File: config.mk
export PLATFORM = sky130hd
export DESIGN_NAME = io_arbiter
export DESIGN_NICKNAME = d
export VERILOG_FILES = /design/src/rtl/io_arbiter.sv
export SDC_FILE = /design/constraint.sdc
export NUM_CORES = 1
export LEC_CHECK = 0
export ABC_AREA = 0
export BUFFER_PORTS_ARGS = -buffer_cell sky130_fd_sc_hd__buf_2
export CAP_MARGIN = 20
export CORE_ASPECT_RATIO = 0.6
export CORE_MARGIN = 1.5
export CORE_UTILIZATION = 45
export DETAILED_ROUTE_END_ITERATION = 16
export PLACE_DENSITY_LB_ADDON = 0.3
export SLEW_MARGIN = 0
export SYNTH_ARGS = -nofsm -noshare
export SYNTH_HDL_FRONTEND = slang
export SYNTH_SLANG_ARGS = --single-unit
File: constraint.sdc
create_clock -name clk -period 2.1 [get_ports clk]
set_clock_uncertainty 0.05 [all_clocks]
set_input_delay 0.105 -clock clk [delete_from_list [all_inputs] [get_ports clk]]
set_output_delay 0.105 -clock clk [all_outputs]
set_load 0.005 [all_outputs]
File: src/rtl/io_arbiter.sv
// Two-port round-robin arbiter sharing the io peripheral port; fixed-length transactions with ack.
// Define IOARB_PRIO_EN to replace round-robin with fixed priority (port 0 wins ties in IDLE).
module io_arbiter #(
   parameter int ADDR_W = 16,
   parameter int DATA_W = 16,
   parameter int IO_LAT = 1
) (
   input  logic              clk,
   input  logic              sync_rst,
   input  logic              r0_req,
   input  logic              r0_write,
   input  logic [ADDR_W-1:0] r0_addr,
   input  logic [DATA_W-1:0] r0_wdata,
   output logic              r0_ack,
   output logic [DATA_W-1:0] r0_rdata,
   input  logic              r1_req,
   input  logic              r1_write,
   input  logic [ADDR_W-1:0] r1_addr,
   input  logic [DATA_W-1:0] r1_wdata,
   output logic              r1_ack,
   output logic [DATA_W-1:0] r1_rdata,
   output logic [ADDR_W-1:0] io_addr,
   output logic [DATA_W-1:0] io_data,
   output logic              io_write,
   input  logic [DATA_W-1:0] io_data_out,
   output logic              busy,
   output logic              grant_id
);

   generate
      if (IO_LAT < 1 || IO_LAT > 15) begin : g_lat_check
         $error("io_arbiter: IO_LAT must be in the range 1..15");
      end
   endgenerate

   localparam logic [3:0] LAT4 = 4'(IO_LAT);

   typedef enum logic [1:0] {IDLE, ISSUE, WAIT, ACK} state_t;

   state_t              state_q, state_d;
   logic [3:0]          cnt_q, cnt_d;
   logic                grant_id_q, grant_id_d;
   logic                write_q, write_d;
   logic [ADDR_W-1:0]   io_addr_q, io_addr_d;
   logic [DATA_W-1:0]   io_data_q, io_data_d;
   logic [DATA_W-1:0]   r0_rdata_q, r0_rdata_d;
   logic [DATA_W-1:0]   r1_rdata_q, r1_rdata_d;
`ifndef IOARB_PRIO_EN
   logic                last_grant_q, last_grant_d;
`endif

   logic                idle_win;
   logic                do_grant;
   logic                grant_sel;
   logic                other_id;

   // IDLE winner: a lone requester wins; ties go to the port that did not win last time
   always_comb begin
      idle_win = r1_req;
      if (r0_req && r1_req) begin
`ifdef IOARB_PRIO_EN
         idle_win = 1'b0;
`else
         idle_win = ~last_grant_q;
`endif
      end
   end

   always_comb begin
      state_d    = state_q;
      cnt_d      = cnt_q;
      grant_id_d = grant_id_q;
      write_d    = write_q;
      io_addr_d  = io_addr_q;
      io_data_d  = io_data_q;
      r0_rdata_d = r0_rdata_q;
      r1_rdata_d = r1_rdata_q;
`ifndef IOARB_PRIO_EN
      last_grant_d = last_grant_q;
`endif
      do_grant  = 1'b0;
      grant_sel = idle_win;
      other_id  = ~grant_id_q;

      case (state_q)
         IDLE: begin
            if (r0_req || r1_req) begin
               do_grant  = 1'b1;
               grant_sel = idle_win;
            end
         end
         ISSUE: begin
            cnt_d   = LAT4;
            state_d = WAIT;
         end
         WAIT: begin
            if (cnt_q == 4'd1) begin
               if (!write_q) begin
                  if (grant_id_q) r1_rdata_d = io_data_out;
                  else            r0_rdata_d = io_data_out;
               end
               state_d = ACK;
            end else begin
               cnt_d = cnt_q - 4'd1;
            end
         end
         ACK: begin
            // The port being acked is ignored here, so the other port can follow without an IDLE gap
            if (other_id ? r1_req : r0_req) begin
               do_grant  = 1'b1;
               grant_sel = other_id;
            end else begin
               state_d = IDLE;
            end
         end
         default: state_d = IDLE;
      endcase

      if (do_grant) begin
         state_d    = ISSUE;
         grant_id_d = grant_sel;
         write_d    = grant_sel ? r1_write : r0_write;
         io_addr_d  = grant_sel ? r1_addr  : r0_addr;
         io_data_d  = grant_sel ? r1_wdata : r0_wdata;
`ifndef IOARB_PRIO_EN
         last_grant_d = grant_sel;
`endif
      end
   end

   always_ff @(posedge clk or posedge sync_rst) begin
      if (sync_rst) begin
         state_q    <= IDLE;
         cnt_q      <= 4'd0;
         grant_id_q <= 1'b0;
         write_q    <= 1'b0;
         io_addr_q  <= '0;
         io_data_q  <= '0;
         r0_rdata_q <= '0;
         r1_rdata_q <= '0;
`ifndef IOARB_PRIO_EN
         last_grant_q <= 1'b1;
`endif
      end else begin
         state_q    <= state_d;
         cnt_q      <= cnt_d;
         grant_id_q <= grant_id_d;
         write_q    <= write_d;
         io_addr_q  <= io_addr_d;
         io_data_q  <= io_data_d;
         r0_rdata_q <= r0_rdata_d;
         r1_rdata_q <= r1_rdata_d;
`ifndef IOARB_PRIO_EN
         last_grant_q <= last_grant_d;
`endif
      end
   end

   assign io_write = (state_q == ISSUE) && write_q;
   assign busy     = (state_q != IDLE);
   assign r0_ack   = (state_q == ACK) && !grant_id_q;
   assign r1_ack   = (state_q == ACK) &&  grant_id_q;
   assign grant_id = grant_id_q;
   assign io_addr  = io_addr_q;
   assign io_data  = io_data_q;
   assign r0_rdata = r0_rdata_q;
   assign r1_rdata = r1_rdata_q;

endmodule

==> results of run 1 <==
power groups by stage:
stage / clock, W / sequential, W / combinational, W
6_report: 0.00137 / 0.00257 / 0.00414
5_1_grt: 0.00145 / 0.00265 / 0.00447
4_1_cts: 0.00140 / 0.00256 / 0.00408
3_5_place_dp: 0 / 0.00255 / 0.00399
3_3_place_gp: 0 / 0.00254 / 0.00385
2_1_floorplan: 0 / 0.00258 / 0.00240
timing repair:
| action | 4_1_cts | 5_1_grt |
|---|---|---|
| hold buffers | 17 | 0 |
| buffers inserted | 2 | 1 |
| hold endpoints to repair | 52 | 0 |
| resized for setup | 5 | 1 |
| setup endpoints to repair | 16 | 23 |
| cloned | 1 | 0 |
| pin swaps | 1 | 2 |
critical path: cells and delay by family (launching register included):
kind,cells,cell delay [ps]
multiplexers,1,340
buffers and inverters,1,90
adder cells (fa/ha/maj),1,120
AND/OR/NAND/NOR,2,1000
flip-flops,1,390
routing by layer:
metal  vias to the layer above  global-route usage  wire length, um
met4                         0              0.0552              125
met5                         -                   0                0
met1                      1834               0.310             5120
li1                       1810                   -                -
met3                        11              0.0586              663
met2                       135               0.410             5940
cells in the mapped netlist (2+ instances only):
| master | count | area [um^2] |
|---|---|---|
| nor3_1 | 2 | 10.0 |
| clkbuf_1 | 36 | 135 |
| inv_1 | 6 | 22.5 |
| a21o_1 | 33 | 248 |
| a221o_1 | 2 | 20.0 |
| mux2_2 | 26 | 293 |
| and2_1 | 2 | 12.5 |
| dfrtp_1 | 72 | 1800 |
| buf_1 | 7 | 26.3 |
| a31oi_1 | 66 | 413 |
| buf_2 | 3 | 15.0 |
| ha_1 | 7 | 87.6 |
| a221oi_1 | 34 | 298 |
| nor2b_1 | 36 | 225 |
| mux2_4 | 10 | 150 |
| nand2_1 | 36 | 135 |
| mux2i_1 | 3 | 30.0 |
stage by stage:
step                hold WS, ps   util  total power (W)  std cells  instance area [um^2]
floorplan                   204      -          0.00498        400                  4100
global placement            100  0.573          0.00639        636                  4980
detailed placement         96.8  0.573          0.00654        636                  4980
CTS                        52.9  0.628          0.00804        671                  5460
global route               76.6  0.630          0.00858        672                  5470
finish                     62.2  0.630          0.00808        672                  5470
sequential cells by signal (all words and copies together), names as in the netlist:
signal and cells:
io_addr 16, io_data 16, r0_rdata 16, r1_rdata 16
cnt_q 4, state_q 2, grant_id 1, last_grant_q 1
write_q 1
logic make-up (layout without fill, tap and decap cells):
kind of cell	count (synthesis)	in the layout	synth area share
mux	39	39	0.115
flops	73	73	0.446
simple gates	83	84	0.107
fa+ha+maj	7	7	0.0213
compound gates	143	143	0.253
buf+inv	55	214	0.0570
worst paths after layout:
path	start	to	slack, ps	depth (start not counted)
max	cnt_q[1]$_DFFE_PP0P_	r0_rdata[7]$_DFFE_PP0P_	-10	5
min	r0_addr[3]	io_addr[3]$_DFFE_PP0P_	60	3
max reg2reg	cnt_q[1]$_DFFE_PP0P_	r0_rdata[7]$_DFFE_PP0P_	-10	5
min reg2reg	r1_rdata[5]$_DFFE_PP0P_	r1_rdata[5]$_DFFE_PP0P_	450	1
max in group asynchronous	sync_rst	last_grant_q$_DFFE_PP1P_	1020	4
min in group asynchronous	sync_rst	io_data[13]$_DFFE_PP0P_	290	3
cell type report:
class	count	area [um^2]	share of cell area
tap	112	140	0.0256
clock inverter	3	17.5	0.00320
sequential	73	1830	0.334
timing repair buffer	192	1140	0.208
clock buffer	12	246	0.0451
multi-input combinational	273	2070	0.379
inverter	7	26.3	0.00481
cell usage in the layout, fill, tap and decap left out, types with 4 or more instances in the layout:
master / n
clkbuf_16: 9
mux2_2: 26
a21o_1: 33
a31oi_1: 66
buf_4: 18
dlygate4sd3_1: 17
ha_1: 6
a221oi_1: 34
nor2b_1: 35
mux2_4: 10
nand2_1: 36
dfrtp_1: 72
buf_2: 154
inv_1: 4
==> results.sh, run 1 <==
export IMPL_status="complete, but fails checks"
export IMPL_violated_checks="negative setup slack"
export IMPL_drt_wirelength_per_cell_um=17.6
export IMPL_dp_final_hpwl_mm=7.67
export IMPL_grt_total_usage=0.240
export IMPL_ctsLongestPathBuffers=2
export IMPL_synthesis_area_um2=4100
export IMPL_drt_antenna_violating_nets=0
export IMPL_cts_reportedPaths_clkPinSlew_ps=60
export IMPL_timing_hold_worst_class="in -> reg"
export IMPL_finalWorstSetupSlack_ps=-12.0
export IMPL_ys_async_sr_fraction=1.00
export IMPL_sequential_share_of_power=0.318
export IMPL_clock_power_share=0.169
export IMPL_drive_gt1_frac=0.418
export IMPL_finalHoldViolations=0
export IMPL_cap_viol_max_count=0
export IMPL_first_pass_grt_wire_length_mm=18.4
export IMPL_fin_crit_sh=1.01
export IMPL_fp_dieH_um=77.0
export IMPL_peakVddDrop_uv=1110
export IMPL_rsz0062_at_grt="yes"
export IMPL_floorplan_initialDensity=0.472
export IMPL_rows=26
export IMPL_power_density_nw_per_um2=1480
export IMPL_fillers=720
export IMPL_drt_wirelength_mm=11.8
export IMPL_placement_setup_worst_slack_ps=-71.1
export IMPL_timing_fmax_mhz=473
export IMPL_ctsHtreeMaxLevel=3
export IMPL_drt_first_iter_violations=244
export IMPL_worst_path_max_delay_cell="or4b_4"
export IMPL_vias=3790
export IMPL_critical_path_arrival_ps=2270
export IMPL_grt_start_max_net_pins=68
export IMPL_diodes=0
export IMPL_fp_dieW_um=126
export IMPL_swShare=0.394
export IMPL_antenna_found_initial=0
export IMPL_finalSetupTns_ps=-31.3
export IMPL_synth_edff_count=0
export IMPL_critical_path_max_stage_delay_ps=620
export IMPL_fin_max_slew_vios=0
export IMPL_number_of_global_route_vias_before_repair=3682
export IMPL_area_growth_from_synthesis_to_layout_pct=33.3
export IMPL_placeableCoreArea_um2=8690
export IMPL_synthesis_instances=400
export IMPL_endpoint_kind="register"
export IMPL_worst_path_max_fanout=8
export IMPL_yosys_warnings=0
export IMPL_post_synth_num_cell_types=36
export IMPL_crit_path_cell_trace="inv_2 -> ha_4 -> or3b_4 -> or4b_4 -> mux2_4"
export IMPL_layout_nets=649
export IMPL_clock_sink_count=73
export IMPL_clk_insertion_delay_late_ps=330
export IMPL_route_detailed_vias_per_inst=5.64
export IMPL_remaining_drc_errors=0
export IMPL_port_buffer_count=154
export IMPL_cts_inserted_buffers=9
export IMPL_dominantRegCellSynth="dfrtp_1"
export IMPL_tritoncts="done"
export IMPL_boundaryPins=155
export IMPL_power_leakage_nw=2.56
export IMPL_gp_routability_congestion=0.841
export IMPL_worst_ep_required_time_ps=2260
export IMPL_critPathKind="reg -> reg"
export IMPL_switching_power_w=0.00318
export IMPL_synth_nets=493
export IMPL_internal_pwr_total_w=0.00490
export IMPL_finalWorstPathRequiredPeriod_ps=2110
export IMPL_worst_setup_path_start_kind="register"
export IMPL_ctsRootBufferMaster="clkbuf_16"
export IMPL_globalRoute_totalOverflow=0
export IMPL_rel_slew_slack=0.567
export IMPL_first_pass_iters=5
export IMPL_finalSetupViolCount=7
export IMPL_share_comb_of_total_power=0.513
export IMPL_synth_sequential_area_ratio=0.446
export IMPL_die_area_um2=9720
export IMPL_synth_seq_cells=73
export IMPL_syn_area_per_cell_um2=10.3
export IMPL_worst_slew_pin_transition_ps=650
Note: power is estimated with default switching activity, not from simulation.
==> run 2: changes to the inputs <==
BUFFER_PORTS_ARGS = default   (was -buffer_cell sky130_fd_sc_hd__buf_2)
CORE_UTILIZATION = 58   (was 45)
DONT_BUFFER_PORTS = 1   (was default)
==> run 2 against run 1 <==
Effect of this change:
- the run still ends with negative setup slack left
- worst hold slack worse by 54 ps
- final cell count is 17% lower
- maximum frequency hardly changed
- global-route usage is 8.7 points higher
- critical path depth stayed put
- cell area is 1.4% lower
- routed wire length is 8.4% higher
- largest power group unchanged
==> results.sh, run 2 (synthesis gave the netlist of run 1 again) <==
export IMPL_status="complete, but fails checks"
export IMPL_violated_checks="negative setup slack"
export IMPL_finalWorstPathRequiredPeriod_ps=2110
export IMPL_finalHoldViolations=0
export IMPL_most_common_library_cell_in_the_layout_ignoring_fill_and_taps="dlygate4sd3_1"
export IMPL_cp_num_cells=5
export IMPL_critical_path_arrival_ps=2280
export IMPL_drt_wirelength_mm=12.8
export IMPL_layout_nets=560
export IMPL_number_of_global_route_vias_before_repair=3575
export IMPL_final_core_utilization=0.797
export IMPL_drt_antenna_violating_nets=0
export IMPL_worst_path_max_fanout=8
export IMPL_finalWorstSetupSlack_ps=-14.0
export IMPL_dp_final_hpwl_mm=6.60
export IMPL_ctsLongestPathBuffers=2
export IMPL_crit_reg2reg_launch="cnt_q[1]$_DFFE_PP0P_"
export IMPL_antenna_found_initial=0
export IMPL_first_pass_grt_wire_length_mm=19.3
export IMPL_ctsRootBufferMaster="clkbuf_16"
export IMPL_clk_insertion_delay_late_ps=320
export IMPL_cts_reportedPaths_clkPinSlew_ps=60
export IMPL_grt_start_max_net_pins=64
export IMPL_vias=3757
export IMPL_fin_hold_ws_ps=8.50
export IMPL_grt_total_usage=0.327
export IMPL_power_density_nw_per_um2=1470
export IMPL_crit_path_cell_trace="inv_2 -> ha_4 -> or3b_4 -> or4b_4 -> mux2_4"
export IMPL_diodes=0
export IMPL_globalRoute_totalOverflow=0
export IMPL_first_pass_iters=5
export IMPL_port_buffer_count=0
export IMPL_tritoncts="done"
export IMPL_drt_wirelength_per_cell_um=23.0
export IMPL_drive_gt1_frac=0.178
export IMPL_worst_reg2reg_path_endpoint="r0_rdata[4]$_DFFE_PP0P_"
export IMPL_reg2regPathDepth=5
export IMPL_floorplan_initialDensity=0.607
export IMPL_ff2ff_setup_slack_ps=-10
export IMPL_endpoint_kind="register"
export IMPL_rows=23
export IMPL_route_detailed_vias_per_inst=6.72
export IMPL_placeableCoreArea_um2=6760
export IMPL_remaining_drc_errors=0
export IMPL_fp_dieH_um=68.1
export IMPL_drt_first_iter_violations=358
export IMPL_cp_startpoint="cnt_q[1]$_DFFE_PP0P_"
export IMPL_cts_inserted_buffers=9
export IMPL_finalSetupViolCount=6
export IMPL_largest_delay_share_family_worst_path="simple AND/OR/NAND/NOR gates"
export IMPL_timing_hold_worst_class="in -> reg"
export IMPL_cap_viol_max_count=0
export IMPL_multiInputGateArea_um2=2070
export IMPL_final_seq_area_um2=1830
export IMPL_worst_ep_required_time_ps=2260
export IMPL_worst_setup_path_start_kind="register"
export IMPL_post_layout_total_power_w=0.00793
export IMPL_clock_sink_count=73
export IMPL_boundaryPins=155
export IMPL_fin_max_slew_vios=0
export IMPL_rel_slew_slack=0.644
export IMPL_power_leakage_nw=2.28
export IMPL_area_growth_from_synthesis_to_layout_pct=31.4
export IMPL_rsz0062_at_grt="yes"
export IMPL_fp_dieW_um=112
export IMPL_timing_fmax_mhz=473
export IMPL_worst_slew_pin_transition_ps=533
export IMPL_die_area_um2=7600
export IMPL_gp_routability_congestion=0.839
export IMPL_critPathCapture="r0_rdata[4]$_DFFE_PP0P_"
export IMPL_most_used_cells_in_the_layout_excluding_fill_and_tap_cells="dlygate4sd3_1 (79), dfrtp_1 (72), a31oi_1 (66), nand2_1 (36), nor2b_1 (35)"
export IMPL_critical_path_buf_inv_count=1
export IMPL_critical_path_max_stage_delay_ps=640
export IMPL_peakVddDrop_uv=927
export IMPL_worst_path_max_delay_cell="or4b_4"
export IMPL_fillers=380
export IMPL_ctsHtreeMaxLevel=3
export IMPL_critPathKind="reg -> reg"
export IMPL_fin_crit_sh=1.01
[run 2: worst reg2reg max path, cell delays in order (launching register included)]
cell     delay, ps
dfrtp_1        380
inv_2           80
ha_4           120
or3b_4         400
or4b_4         640
mux2_4         330
[run 2: area by class of cell]
cell class	instances	area share
Multi-Input combinational cell	273	0.384
Sequential cell	73	0.339
Timing Repair Buffer	103	0.192
Clock buffer	10	0.0425
Tap cell	87	0.0202
Inverter	7	0.00487
Clock inverter	6	0.0167
[run 2: how the worst min path moves through the flow]
stage	start	depth (start not counted)	endpoint	slack, ps
finish	r0_addr[14]	2	io_addr[14]$_DFFE_PP0P_	9
global route	r0_wdata[2]	2	io_data[2]$_DFFE_PP0P_	20
floorplan	io_data_out[0]	1	r0_rdata[0]$_DFFE_PP0P_	200
global placement	sync_rst	1	r0_rdata[13]$_DFFE_PP0P_	1
detailed placement	sync_rst	1	r0_rdata[12]$_DFFE_PP0P_	6
CTS	r1_req	3	io_addr[2]$_DFFE_PP0P_	3
[run 2: report_power, final]
part | internal [W] | switching, W | total [W]
Clock | 0.00104 | 0.000600 | 0.00164
Sequential | 0.00215 | 0.000673 | 0.00282
Combinational | 0.00159 | 0.00188 | 0.00346
Total | 0.00478 | 0.00315 | 0.00793
[run 2: repair_timing]
| action | CTS | global route |
|---|---|---|
| pin swaps | 1 | 1 |
| cloned | 1 | 0 |
| setup endpoints to repair | 16 | 31 |
| hold buffers | 81 | 0 |
| endpoints found under the hold margin | 90 | 0 |
| gates resized for setup | 5 | 1 |
| setup buffers | 2 | 2 |
[run 2: metal layers]
| layer | vias up | track usage | share of wire |
|---|---|---|---|
| li1 | 1635 | - | - |
| met1 | 1792 | 0.417 | 0.41 |
| met2 | 290 | 0.534 | 0.45 |
| met3 | 40 | 0.118 | 0.12 |
| met4 | 0 | 0.0965 | 0.020 |
| met5 | - | 0 | 0 |
[run 2: per-stage QoR]
| step | setup TNS, ps | setup WS (ps) | instances | cell area, um^2 |
|---|---|---|---|---|
| floorplan | -1530 | -153 | 400 | 4100 |
| global placement | 0 | 13.8 | 457 | 4180 |
| detailed placement | -395 | -36.5 | 457 | 4180 |
| CTS | 0 | 3.13 | 557 | 5370 |
| global route | -980 | -58.9 | 559 | 5390 |
| finish | -64.3 | -14.0 | 559 | 5390 |
==> run 3: changes to the inputs <==
MAX_ROUTING_LAYER = met4   (was default)
==> run 3 against run 2 <==
Effect of this change:
- the run still ends with negative setup slack left
- highest routed layer unchanged
- first-iteration DRC count up 5.0%
- worst hold slack about the same
- sequential share of layout area unchanged
- critical path depth unchanged
- critical endpoint is now r0_rdata[12]$_DFFE_PP0P_
- clock power about the same
==> results.sh, run 3 (synthesis gave the netlist of run 1 again) <==
export IMPL_status="complete, but fails checks"
export IMPL_violated_checks="negative setup slack"
export IMPL_critical_path_buf_inv_count=1
export IMPL_internal_pwr_total_w=0.00478
export IMPL_ctsRootBufferMaster="clkbuf_16"
export IMPL_drt_wirelength_per_cell_um=22.9
export IMPL_area_growth_from_synthesis_to_layout_pct=31.4
export IMPL_remaining_drc_errors=0
export IMPL_fin_max_slew_vios=0
export IMPL_placement_setup_worst_slack_ps=-36.5
export IMPL_globalRoute_totalOverflow=0
export IMPL_grt_start_max_net_pins=64
export IMPL_diodes=0
export IMPL_endpoint_kind="register"
export IMPL_floorplan_initialDensity=0.607
export IMPL_crit_path_cell_trace="inv_2 -> ha_4 -> or3b_4 -> or4b_4 -> mux2_2"
export IMPL_largest_delay_share_family_worst_path="simple AND/OR/NAND/NOR gates"
export IMPL_power_density_nw_per_um2=1470
export IMPL_antenna_found_initial=0
export IMPL_critPathKind="reg -> reg"
export IMPL_drt_first_iter_violations=376
export IMPL_cap_viol_max_count=0
export IMPL_layout_nets=560
export IMPL_timing_hold_worst_class="in -> reg"
export IMPL_rel_slew_slack=0.642
export IMPL_first_pass_iters=6
export IMPL_first_pass_grt_wire_length_mm=19.2
export IMPL_switching_power_w=0.00317
export IMPL_most_common_library_cell_in_the_layout_ignoring_fill_and_taps="dlygate4sd3_1"
export IMPL_clk_insertion_delay_late_ps=330
export IMPL_finalWorstSetupSlack_ps=-19.9
export IMPL_gp_routability_congestion=0.852
export IMPL_rows=23
export IMPL_power_leakage_nw=2.28
export IMPL_finalWorstPathRequiredPeriod_ps=2120
export IMPL_cts_reportedPaths_clkPinSlew_ps=60
export IMPL_finalHoldViolations=0
export IMPL_ctsLongestPathBuffers=2
export IMPL_cts_inserted_buffers=9
export IMPL_whs_path_depth=2
export IMPL_ff2ff_setup_slack_ps=-20
export IMPL_vias=3775
export IMPL_drt_wirelength_mm=12.8
export IMPL_min_delay_worst_endpoint="io_addr[14]$_DFFE_PP0P_"
export IMPL_rsz0062_at_grt="yes"
export IMPL_finalSetupViolCount=7
export IMPL_worst_ep_required_time_ps=2250
export IMPL_fp_dieH_um=68.1
export IMPL_drive_gt1_frac=0.178
export IMPL_placeableCoreArea_um2=6760
export IMPL_fp_dieW_um=112
export IMPL_worst_path_max_delay_cell="or4b_4"
export IMPL_final_core_utilization=0.797
export IMPL_critical_path_max_stage_delay_ps=650
export IMPL_swShare=0.399
export IMPL_share_comb_of_total_power=0.438
export IMPL_clock_sink_count=73
export IMPL_die_area_um2=7600
export IMPL_worst_setup_path_start_kind="register"
export IMPL_peakVddDrop_uv=933
export IMPL_grt_total_usage=0.336
export IMPL_clock_power_share=0.207
export IMPL_drt_antenna_violating_nets=0
export IMPL_crit_reg2reg_launch="cnt_q[1]$_DFFE_PP0P_"
export IMPL_worst_path_max_fanout=8
export IMPL_dp_final_hpwl_mm=6.60
export IMPL_route_detailed_vias_per_inst=6.75
export IMPL_ctsHtreeMaxLevel=3
export IMPL_fin_crit_sh=1.01
export IMPL_port_buffer_count=0
export IMPL_number_of_global_route_vias_before_repair=3583
export IMPL_tritoncts="done"
export IMPL_timing_fmax_mhz=472
export IMPL_reg2regPathDepth=5
export IMPL_placed_area_um2=4180
export IMPL_boundaryPins=155
export IMPL_sequential_share_of_power=0.355
export IMPL_layout_cell_area_non_filler_um2=5390
export IMPL_critical_path_arrival_ps=2270
export IMPL_hold_path_origin="r0_addr[14]"
export IMPL_worst_reg2reg_path_endpoint="r0_rdata[12]$_DFFE_PP0P_"
export IMPL_most_used_cells_in_the_layout_excluding_fill_and_tap_cells="dlygate4sd3_1 (79), dfrtp_1 (72), a31oi_1 (66), nand2_1 (36), nor2b_1 (35)"
export IMPL_worst_slew_pin_transition_ps=537
## run 3: cell counts in the layout (fill, tap and decap cells not counted)
Identical to the previous run, type by type.
## run 3: cell type report
class | count | area, um^2
flip-flops and latches | 73 | 1830
multi-input cells | 273 | 2070
clock buffers | 10 | 229
repair buffers | 103 | 1040
clock inverters | 6 | 90.1
well taps | 87 | 109
fillers | 380 | 1370
inverters | 7 | 26.3
## run 3: worst register-to-register path, stage by stage (launching register included)
cell and delay (ps):
dfrtp_1 380, inv_2 80, ha_4 120, or3b_4 400, or4b_4 650, mux2_2 330
## run 3: per-stage QoR
step / setup TNS (ps) / hold slack [ps] / total power, W / cells
after global placement: 0 / 1.29 / 0.00578 / 457
after global routing: -932 / 18.7 / 0.00837 / 559
after detailed placement: -395 / 6.07 / 0.00590 / 457
after floorplan: -1530 / 204 / 0.00498 / 400
final: -83.9 / 8.31 / 0.00795 / 559
after CTS: 0 / 3.00 / 0.00778 / 557
## run 3: how the worst max path moves through the flow
stage | startpoint | slack [ps] | cells past startpoint | to
6_report | cnt_q[1]$_DFFE_PP0P_ | -20 | 5 | r0_rdata[12]$_DFFE_PP0P_
5_1_grt | cnt_q[1]$_DFFE_PP0P_ | -60 | 5 | r0_rdata[4]$_DFFE_PP0P_
3_3_place_gp | cnt_q[1]$_DFFE_PP0P_ | 10 | 5 | r0_rdata[0]$_DFFE_PP0P_
4_1_cts | cnt_q[1]$_DFFE_PP0P_ | 3 | 5 | r0_rdata[7]$_DFFE_PP0P_
3_5_place_dp | cnt_q[1]$_DFFE_PP0P_ | -40 | 5 | r0_rdata[1]$_DFFE_PP0P_
2_1_floorplan | cnt_q[1]$_DFFE_PP0P_ | -150 | 8 | r0_rdata[0]$_DFFE_PP0P_
## run 3: metal layers
layer,up-vias,track usage,part of all wire
met3,41,0.110,0.11
met5,-,-,0
li1,1637,-,-
met1,1795,0.424,0.42
met2,302,0.527,0.45
met4,0,0.101,0.021
## run 3: power by group through the flow
stage                     Combinational (W)  Sequential (W)  Clock (W)
after floorplan                     0.00240         0.00258          0
after global placement              0.00300         0.00278          0
after detailed placement            0.00311         0.00279          0
after CTS                           0.00333         0.00279    0.00166
after global routing                0.00374         0.00289    0.00173
final                               0.00348         0.00282    0.00165
## run 3: timing repair
item | in CTS | in global routing
gates cloned | 1 | 0
endpoints found under the hold margin | 90 | 0
endpoints found under the setup margin | 16 | 31
hold buffers | 81 | 0
setup buffers | 2 | 2
pin swaps | 1 | 1
resized for setup | 5 | 1
